--- src/rtl/fold_valid_pipe.sv ---
// ---------------------------------------------------------------------------
// fold_valid_pipe
//
// Registered fold-window valid decoder between the instruction buffer and
// the fold/decode logic. Starting at byte 0, it follows the per-byte
// instruction lengths to find the start offset of each prospective fold
// slot. Each slot is then qualified against the per-byte fetch valids. The
// slot valids, offsets and valid-slot count are registered into the decode
// stage with hold and flush. A saturating counter tracks decode starvation:
// consecutive loaded cycles in which slot 0 is not valid.
//
// Ports:
//   clk          in   clock
//   reset_l      in   asynchronous active-low reset
//   fetch_valid  in   [IBUF_BYTES]       per-byte fetch valid
//   fetch_len    in   [IBUF_BYTES*LENW]  instruction length starting at byte i
//   iu_hold      in   stall: all registers keep their value
//   iu_flush     in   squash: slot outputs and starve counter cleared (beats hold)
//   dec_valid    out  [NSLOTS]           registered slot valids (contiguous prefix)
//   dec_offset   out  [NSLOTS*OFFW]      registered slot start offsets, 0 when invalid
//   dec_count    out  [CNTW]             registered number of valid slots
//   starve_cnt   out  [STARVE_W]         saturating starvation counter
//   starve_flag  out  starve_cnt is all-ones
// ---------------------------------------------------------------------------
module fold_valid_pipe #(
    parameter int IBUF_BYTES   = 7,
    parameter int NSLOTS       = 4,
    parameter int LENW         = 4,
    parameter int MAXLEN       = 3,
    parameter int FIRST_MAXLEN = 5,
    parameter int OFFW         = 3,
    parameter int STARVE_W     = 8,
    localparam int CNTW        = $clog2(NSLOTS + 1)
) (
    input  logic                       clk,
    input  logic                       reset_l,
    input  logic [IBUF_BYTES-1:0]      fetch_valid,
    input  logic [IBUF_BYTES*LENW-1:0] fetch_len,
    input  logic                       iu_hold,
    input  logic                       iu_flush,
    output logic [NSLOTS-1:0]          dec_valid,
    output logic [NSLOTS*OFFW-1:0]     dec_offset,
    output logic [CNTW-1:0]            dec_count,
    output logic [STARVE_W-1:0]        starve_cnt,
    output logic                       starve_flag
);

    // Offset sums are wide enough that walking NSLOTS maximal lengths past
    // the end of the buffer never wraps back into range.
    localparam int SUMW = $clog2(IBUF_BYTES + NSLOTS * ((1 << LENW) - 1) + 1);

    logic [NSLOTS-1:0]      valid_d;
    logic [NSLOTS*OFFW-1:0] offset_d;
    logic [CNTW-1:0]        count_d;
    logic [STARVE_W-1:0]    starve_d;
    logic                   flag_d;

    logic [NSLOTS-1:0]      valid_q;
    logic [NSLOTS*OFFW-1:0] offset_q;
    logic [CNTW-1:0]        count_q;
    logic [STARVE_W-1:0]    starve_q;
    logic                   flag_q;

    // Slot walk: chain offsets through the length fields and qualify each slot.
    always_comb begin
        logic [SUMW-1:0] off_v;
        logic [SUMW-1:0] len_v;
        logic [SUMW-1:0] lim_v;
        logic            prev_v;
        logic            bytes_ok_v;
        logic            in_rng_v;
        logic            ok_v;

        valid_d  = '0;
        offset_d = '0;
        count_d  = '0;
        off_v    = '0;
        len_v    = '0;
        lim_v    = '0;
        prev_v   = 1'b1;

        for (int k = 0; k < NSLOTS; k++) begin
            // The length is only picked up from an in-range byte; an
            // out-of-range offset yields length 0, which fails the slot.
            len_v = '0;
            for (int j = 0; j < IBUF_BYTES; j++) begin
                len_v = (off_v == SUMW'(j)) ? SUMW'(fetch_len[j*LENW +: LENW]) : len_v;
            end

            // Every byte the instruction covers must have been fetched.
            bytes_ok_v = 1'b1;
            for (int j = 0; j < IBUF_BYTES; j++) begin
                in_rng_v   = (SUMW'(j) >= off_v) && (SUMW'(j) < (off_v + len_v));
                bytes_ok_v = bytes_ok_v & (~in_rng_v | fetch_valid[j]);
            end

            lim_v = (k == 0) ? SUMW'(FIRST_MAXLEN) : SUMW'(MAXLEN);

            ok_v = prev_v
                && (off_v < SUMW'(IBUF_BYTES))
                && (len_v >= SUMW'(1))
                && (len_v <= lim_v)
                && ((off_v + len_v) <= SUMW'(IBUF_BYTES))
                && bytes_ok_v;

            valid_d[k]                 = ok_v;
            offset_d[k*OFFW +: OFFW]   = ok_v ? off_v[OFFW-1:0] : {OFFW{1'b0}};
            count_d                    = ok_v ? (count_d + CNTW'(1)) : count_d;

            prev_v = ok_v;
            off_v  = off_v + len_v;
        end
    end

    // Starvation counter next value: clear on a valid first slot, else saturate upward.
    always_comb begin
        starve_d = starve_q;
        if (valid_d[0]) begin
            starve_d = '0;
        end else if (starve_q != {STARVE_W{1'b1}}) begin
            starve_d = starve_q + STARVE_W'(1);
        end else begin
            starve_d = starve_q;
        end
        flag_d = (starve_d == {STARVE_W{1'b1}});
    end

    // Decode-stage registers: flush beats hold, hold beats load.
    always_ff @(posedge clk or negedge reset_l) begin
        if (!reset_l) begin
            valid_q  <= '0;
            offset_q <= '0;
            count_q  <= '0;
            starve_q <= '0;
            flag_q   <= 1'b0;
        end else if (iu_flush) begin
            valid_q  <= '0;
            offset_q <= '0;
            count_q  <= '0;
            starve_q <= '0;
            flag_q   <= 1'b0;
        end else if (iu_hold) begin
            valid_q  <= valid_q;
            offset_q <= offset_q;
            count_q  <= count_q;
            starve_q <= starve_q;
            flag_q   <= flag_q;
        end else begin
            valid_q  <= valid_d;
            offset_q <= offset_d;
            count_q  <= count_d;
            starve_q <= starve_d;
            flag_q   <= flag_d;
        end
    end

    assign dec_valid   = valid_q;
    assign dec_offset  = offset_q;
    assign dec_count   = count_q;
    assign starve_cnt  = starve_q;
    assign starve_flag = flag_q;

endmodule

--- config.mk ---
export PLATFORM = sky130hd
export DESIGN_NAME = fold_valid_pipe
export DESIGN_NICKNAME = d
export VERILOG_FILES = /design/src/rtl/fold_valid_pipe.sv
export SDC_FILE = /design/constraint.sdc
export NUM_CORES = 1
export LEC_CHECK = 0
export CELL_PAD_IN_SITES_DETAIL_PLACEMENT = 1
export CELL_PAD_IN_SITES_GLOBAL_PLACEMENT = 2
export CORE_ASPECT_RATIO = 1.5
export CORE_MARGIN = 2
export CORE_UTILIZATION = 31
export CTS_CLUSTER_DIAMETER = 120
export DETAILED_ROUTE_END_ITERATION = 10
export PLACE_DENSITY = 0.94
export SKIP_CTS_REPAIR_TIMING = 1
export SLEW_MARGIN = 20
export SYNTH_ARGS = -nofsm -noshare
export SYNTH_HDL_FRONTEND = slang
export SYNTH_SLANG_ARGS = --single-unit
--- constraint.sdc ---
create_clock -name clk -period 2 [get_ports clk]
set_input_delay 0.4 -clock clk [delete_from_list [all_inputs] [get_ports clk]]
set_output_delay 0.4 -clock clk [all_outputs]
set_load 0.05 [all_outputs]
# Yosys cells after proc, flatten, opt, wreduce, memory -nomap -nowiden
# Cells that the tools add are included.
# classes
add_sub_neg,7
order_cmp,64
eq_ne,21
n_mux,40
bitwise,80
n_reduce_logical,42
# op_table
op,count
4-bit two-way mux,23
"3-bit by 7-bit < comparator with 1-bit output, first input constant",9
"1-bit by 7-bit < comparator with 1-bit output, first input constant",6
"2-bit by 7-bit < comparator with 1-bit output, first input constant",6
1-bit logical AND,39
8-bit two-way mux,4
1-bit inverter,28
1-bit bitwise OR,28
1-bit bitwise AND,24
12-bit two-way mux,2
"7-bit by 3-bit less-or-equal comparator with 1-bit output, second input constant",3
7-bit zero test,3
3-bit two-way mux,7
"6-bit by 3-bit equality test with 1-bit output, second input constant",3
"3-bit by 6-bit >= comparator with 1-bit output, first input constant",3
"4-bit by 1-bit >= comparator with 1-bit output, second input constant",4
"5-bit by 3-bit equality test with 1-bit output, second input constant",3
"3-bit by 5-bit >= comparator with 1-bit output, first input constant",3
"4-bit by 3-bit equality test with 1-bit output, second input constant",3
"6-bit by 2-bit equality test with 1-bit output, second input constant",2
"1-bit by 6-bit >= comparator with 1-bit output, first input constant",2
"2-bit by 6-bit >= comparator with 1-bit output, first input constant",2
"3-bit by 4-bit >= comparator with 1-bit output, first input constant",3
"4-bit by 2-bit less-or-equal comparator with 1-bit output, second input constant",3
28 further kinds,41
# totals
register_bits,28
inputBits,39
wordCells,259

# Longest topological paths before layout
# depth
word_depth,41
mapped_depth,33
ltp_nobuf,29

# Worst setup path after synthesis
# OpenSTA, ideal clock, no wires.
# synth_timing
path_type,input to register
startpoint,in fetch_len[0]
endpoint,reg valid_q[3] (netlist: dec_valid[3])
setup_time_ps,78
arrival_time_ps,7284
required_ps,1922
slack_ps,-5362
stages,32
path_buffers,4
path_cell_list,buf_1 mux2_2 a221oi_1 a211oi_1 ha_1 fa_1 buf_2 nor4_1 a22o_1 nand3_1 a2bb2oi_1 nand2b_1 ha_1 inv_1 fa_1 clkbuf_1 clkbuf_1 nand3_1 o21ai_0 o211ai_1 a2bb2oi_1 ha_1 inv_1 fa_1 xor2_1 inv_1 maj3_1 o22ai_1 nand4_1 or4_1 or3_1 a21oi_1
# synth_via
elab_chain_len,40
word_cells_on_any_way,230
classes_between,add/sub: 3; order compare: 64; eq/ne: 18; mux: 23; bitwise: 80; reduce/logical: 42
# synth_rtl
item,line_no,text
from (decl),38,"input logic [IBUF_BYTES*LENW-1:0] fetch_len,"
7-bit zero test,87,len_v = (off_v == SUMW'(j)) ? SUMW'(fetch_len[j*LENW +: LENW]) : len_v;
4-bit two-way mux (7 in series),87,
4-bit by 4-bit adder with 5-bit output,"93, 103, 111",
7-bit zero test,87,
4-bit two-way mux (7 in series),87,
5-bit by 4-bit adder with 6-bit output,"93, 103, 111",
7-bit zero test,87,
4-bit two-way mux (7 in series),87,
6-bit by 4-bit adder with 7-bit output,-,
1-bit by 7-bit < comparator with 1-bit output,93,in_rng_v = (SUMW'(j) >= off_v) && (SUMW'(j) < (off_v + len_v));
1-bit logical AND,93,
1-bit inverter,94,bytes_ok_v = bytes_ok_v & (~in_rng_v | fetch_valid[j]);
1-bit bitwise OR,94,
1-bit bitwise AND (6 in series),94,
1-bit logical AND *,104,&& bytes_ok_v;
4-bit two-way mux *,142,end else if (iu_hold) begin
4-bit two-way mux *,136,end else if (iu_flush) begin
to (signal assigned),143,valid_q <= valid_q;
to (signal assigned),149,valid_q <= valid_d;
to (decl),58,logic [NSLOTS-1:0] valid_q;
# Mark *: on every way between the ends. The rest lies on a longest branch, timed or not. The select of a mux whose other input is x is not followed.
# A chain may end at the register's enable or synchronous reset.

# Final worst setup path
# layout_timing
startpoint,in fetch_len[0]
endpoint,reg count_q[0] (netlist: dec_count[0])
# layout_via
elab_chain_len,41
word_cells_on_any_way,237
classes_between,add/sub: 6; order compare: 64; eq/ne: 18; mux: 27; bitwise: 80; reduce/logical: 42
# layout_rtl
item,line_no,text
7-bit zero test,87,
4-bit two-way mux (7 in series),87,
4-bit by 4-bit adder with 5-bit output,"93, 103, 111",
7-bit zero test,87,
4-bit two-way mux (7 in series),87,
5-bit by 4-bit adder with 6-bit output,"93, 103, 111",
7-bit zero test,87,
4-bit two-way mux (7 in series),87,
[... 2 more ...],-,
1-bit logical AND,93,
1-bit inverter,94,
1-bit bitwise OR,94,
1-bit bitwise AND (6 in series),94,
1-bit logical AND,104,
3-bit two-way mux *,108,count_d = ok_v ? (count_d + CNTW'(1)) : count_d;
3-bit two-way mux *,142,
3-bit two-way mux *,136,
to (signal assigned),145,count_q <= count_q;
to (signal assigned),151,count_q <= count_d;
to (decl),60,logic [CNTW-1:0] count_q;
# Marked as above.

==> impl_metrics.tcl <==
set metrics [dict create \
    endpoint_kind "flop" \
    timing.critical_path.buf_inv 11 \
    slew_headroom 0.478 \
    vias 5024 \
    drc 0 \
    cp_max_fo 7 \
    final_layout_size_suffix_gt1_frac 0.495 \
    violations "negative setup slack" \
    cts_sinks 25 \
    synth_ff_type "dfrtp_1" \
    die_w_um 89.6 \
    fin_nets 720 \
    portBuffers 63 \
    synth.distinct_cells 77 \
    wl_um 21500 \
    place_hpwl_um 14300 \
    ys_ff_latch 25 \
    core_um2 10600 \
    cap_viol_max_count 0 \
    place_area_um2 5540 \
    dieHeight_um 132 \
    grt_pass1_vias 4982 \
    rsz0062_at_grt "yes" \
    htreeDepth 1 \
    grt_max_degree 26 \
    grt_antenna_before_repair 0 \
    synth_edf_count 0 \
    fill_cells 1201 \
    place_inst 765 \
    synth-seq-area-share 0.183 \
    worstSetupPathType "primary input to flop" \
    arrival_ns 7.43 \
    p_sw_frac 0.460 \
    cpPeakStageDelay_ns 0.55 \
    start_kind "primary input" \
    routedWlPerCell_um 26.7 \
    crit_family "compound AO/OA/AOI/OAI gates" \
    power_density_nw_per_um2 828 \
    cts_max_path_buffers 2 \
    root_buffer "clkbuf_16" \
    status "finished with violations" \
    p_sw_w 0.00247 \
    cp_slowest_cell "fa_2" \
    num_antenna_cells 0 \
    async_flop_share 1.00 \
    viasPerCell 6.24 \
    clock-skew-final_ns 0.00149 \
    utilization 0.610 \
    gp_congestion 0.940 \
    clkLatencyLatePin_ns 0.27 \
    clkSlewWorstSetupHoldPaths_ns 0.07 \
    final_area_um2 6490 \
    power.leakage_nw 2.86 \
    final_cell_mix "buf_4 (181), clkdlybuf4s50_1 (44), nor2_1 (22)" \
    cts_tree "built" \
    power.internal_w 0.00290 \
    drt_iter0_drc 265 \
    hp-class "primary input to async pin" \
    ys_warn_count 0 \
    syn-instance-count 420 \
    grt_pass1_wl_um 25800 \
    finalCritPeriodShare 3.63 \
    ant_nets 0 \
    slew_violations 0 \
    cts_buffers 3 \
    pwr-share-clk 0.086 \
    hold_ws_ns 0.497 \
    die-area_um2 11900 \
    rows 46 \
    layout_min_cycle_time_ns 7.26 \
    tightest_slew_ns 0.778 \
    seq_power_share 0.096 \
    cp.required_ns 2.16 \
    synthToLayoutAreaGrowth_pct 90.5 \
    grt_usage 0.286 \
    cp_common_cell "buf_4" \
    setup_viol 25 \
    synth_area_um2 3410 \
    hold_viol 0 \
    irDropWorstVdd_uv 384 \
    syn_area_per_cell_um2 8.12 \
    pwr-share-comb 0.818 \
    initial_core_util 0.320 \
    first_pass_iters 5 \
    final_common_cell "buf_4" \
    fmax_mhz 138 \
    instances_no_fill 805 \
    io_pins 67 \
    finalPower_w 0.00538 \
    setup_slack_ns -5.26 \
    gr-total-overflow 0 \
]
[Yosys cell counts, types with 3 or more instances]
| cell type | instances | share of area |
|---|---|---|
| a21oi_1 | 24 | 0.035 |
| o211ai_1 | 7 | 0.015 |
| nand4_1 | 11 | 0.020 |
| a22oi_1 | 3 | 0.0066 |
| ha_1 | 16 | 0.059 |
| buf_4 | 3 | 0.0066 |
| o221ai_1 | 3 | 0.0077 |
| nor3_1 | 10 | 0.015 |
| o2bb2ai_1 | 3 | 0.0077 |
| fa_1 | 3 | 0.018 |
| inv_1 | 25 | 0.028 |
| o41ai_1 | 3 | 0.0077 |
| a211o_1 | 3 | 0.0077 |
| or4_1 | 3 | 0.0066 |
| a311oi_1 | 4 | 0.010 |
| nor2_1 | 26 | 0.029 |
| nand2_1 | 20 | 0.022 |
| nand2b_1 | 7 | 0.013 |
| a2bb2oi_1 | 5 | 0.013 |
| clkbuf_1 | 18 | 0.020 |
| mux4_2 | 6 | 0.040 |
| nand3b_1 | 4 | 0.0088 |
| nand3_1 | 17 | 0.025 |
| a21o_1 | 10 | 0.022 |
| a22o_1 | 8 | 0.021 |
| mux2i_1 | 8 | 0.023 |
| xnor2_1 | 5 | 0.013 |
| nor2b_1 | 10 | 0.018 |
| buf_2 | 5 | 0.0073 |
| or2_2 | 3 | 0.0055 |
| o31a_1 | 3 | 0.0077 |
| a31oi_1 | 4 | 0.0073 |
| buf_1 | 4 | 0.0044 |
| a211oi_1 | 12 | 0.026 |
| xor2_1 | 4 | 0.010 |
| o21ai_0 | 27 | 0.040 |
| o32ai_1 | 4 | 0.010 |
| mux2_2 | 4 | 0.013 |
| or3_1 | 4 | 0.0073 |
| dfrtp_1 | 25 | 0.18 |
[registers in the layout, indices dropped and copies added, names as in the netlist]
| register | flops |
|---|---|
| dec_valid | 4 |
| starve_cnt | 8 |
| starve_flag | 1 |
| dec_count | 3 |
| dec_offset | 9 |
[worst reg2reg max path, cell delays in order, from the launching register on]
cell,delay [ns]
dfrtp_2,0.46
ha_1,0.30
and2_1,0.24
nor3b_1,0.25
a41oi_1,0.08
a21oi_1,0.20
nand4_1,0.14
nor2_1,0.12
a32o_1,0.15
[metrics by stage]
stage | setup WS [ns] | TNS [ns]
after floorplan | -4.70 | -49.10
after global placement | -5.40 | -71.19
after detailed placement | -6.03 | -79.73
after CTS | -5.79 | -73.36
after global routing | -5.45 | -68.01
final | -5.26 | -64.55
[cells by family after synthesis]
family,after synthesis,share of synthesized area
adder cells (fa/ha/maj),20,0.0793
AND/OR/NAND/NOR,140,0.237
other,1,0.00110
XOR/XNOR,9,0.0231
AO/OA/AOI/OAI,150,0.331
buffers and inverters,57,0.0694
multiplexers,18,0.0763
flip-flops,25,0.183
[area by class of cell]
| class | count | area (um2) | share of cell area |
|---|---|---|---|
| clock inverter | 1 | 7.51 | 0.00116 |
| multi-input combinational | 340 | 3200 | 0.492 |
| inverter | 27 | 106 | 0.0164 |
| clock buffer | 3 | 75.1 | 0.0116 |
| timing repair buffer | 265 | 2300 | 0.354 |
| tap | 144 | 180 | 0.0277 |
| sequential | 25 | 632 | 0.0973 |
[power by group through the flow]
| stage | sequential [W] | clock (W) | combinational (W) |
|---|---|---|---|
| floorplan | 0.000550 | 0 | 0.00177 |
| global placement | 0.000527 | 0 | 0.00313 |
| detailed placement | 0.000528 | 0 | 0.00337 |
| CTS | 0.000518 | 0.000470 | 0.00338 |
| global route | 0.000519 | 0.000488 | 0.00463 |
| finish | 0.000519 | 0.000463 | 0.00440 |
[per-layer routing]
metal  vias up  global-route usage  wire [um]
li1       2119                   -          -
met3       149              0.0181        870
met2       298               0.554      11500
met5         -                   0          0
met4         0               0.215       2550
met1      2458               0.257       6560
[worst paths after layout]
path | slack (ns) | from | depth (start not counted) | end
setup reg to reg | 0 | starve_cnt[1]$_DFFE_PN0P_ | 8 | starve_flag$_DFFE_PN0P_
setup / recovery | -5.26 | fetch_len[0] | 33 | dec_count[0]$_DFFE_PN0P_
min in group clk | 0.51 | dec_offset[10]$_DFFE_PN0P_ | 1 | dec_offset[10]$_DFFE_PN0P_
hold reg to reg | 0.51 | dec_offset[10]$_DFFE_PN0P_ | 1 | dec_offset[10]$_DFFE_PN0P_
max in group asynchronous | 1.23 | reset_l | 2 | starve_cnt[1]$_DFFE_PN0P_
hold / removal | 0.50 | reset_l | 2 | starve_cnt[7]$_DFFE_PN0P_
Note: power is estimated with default switching activity, not from simulation.
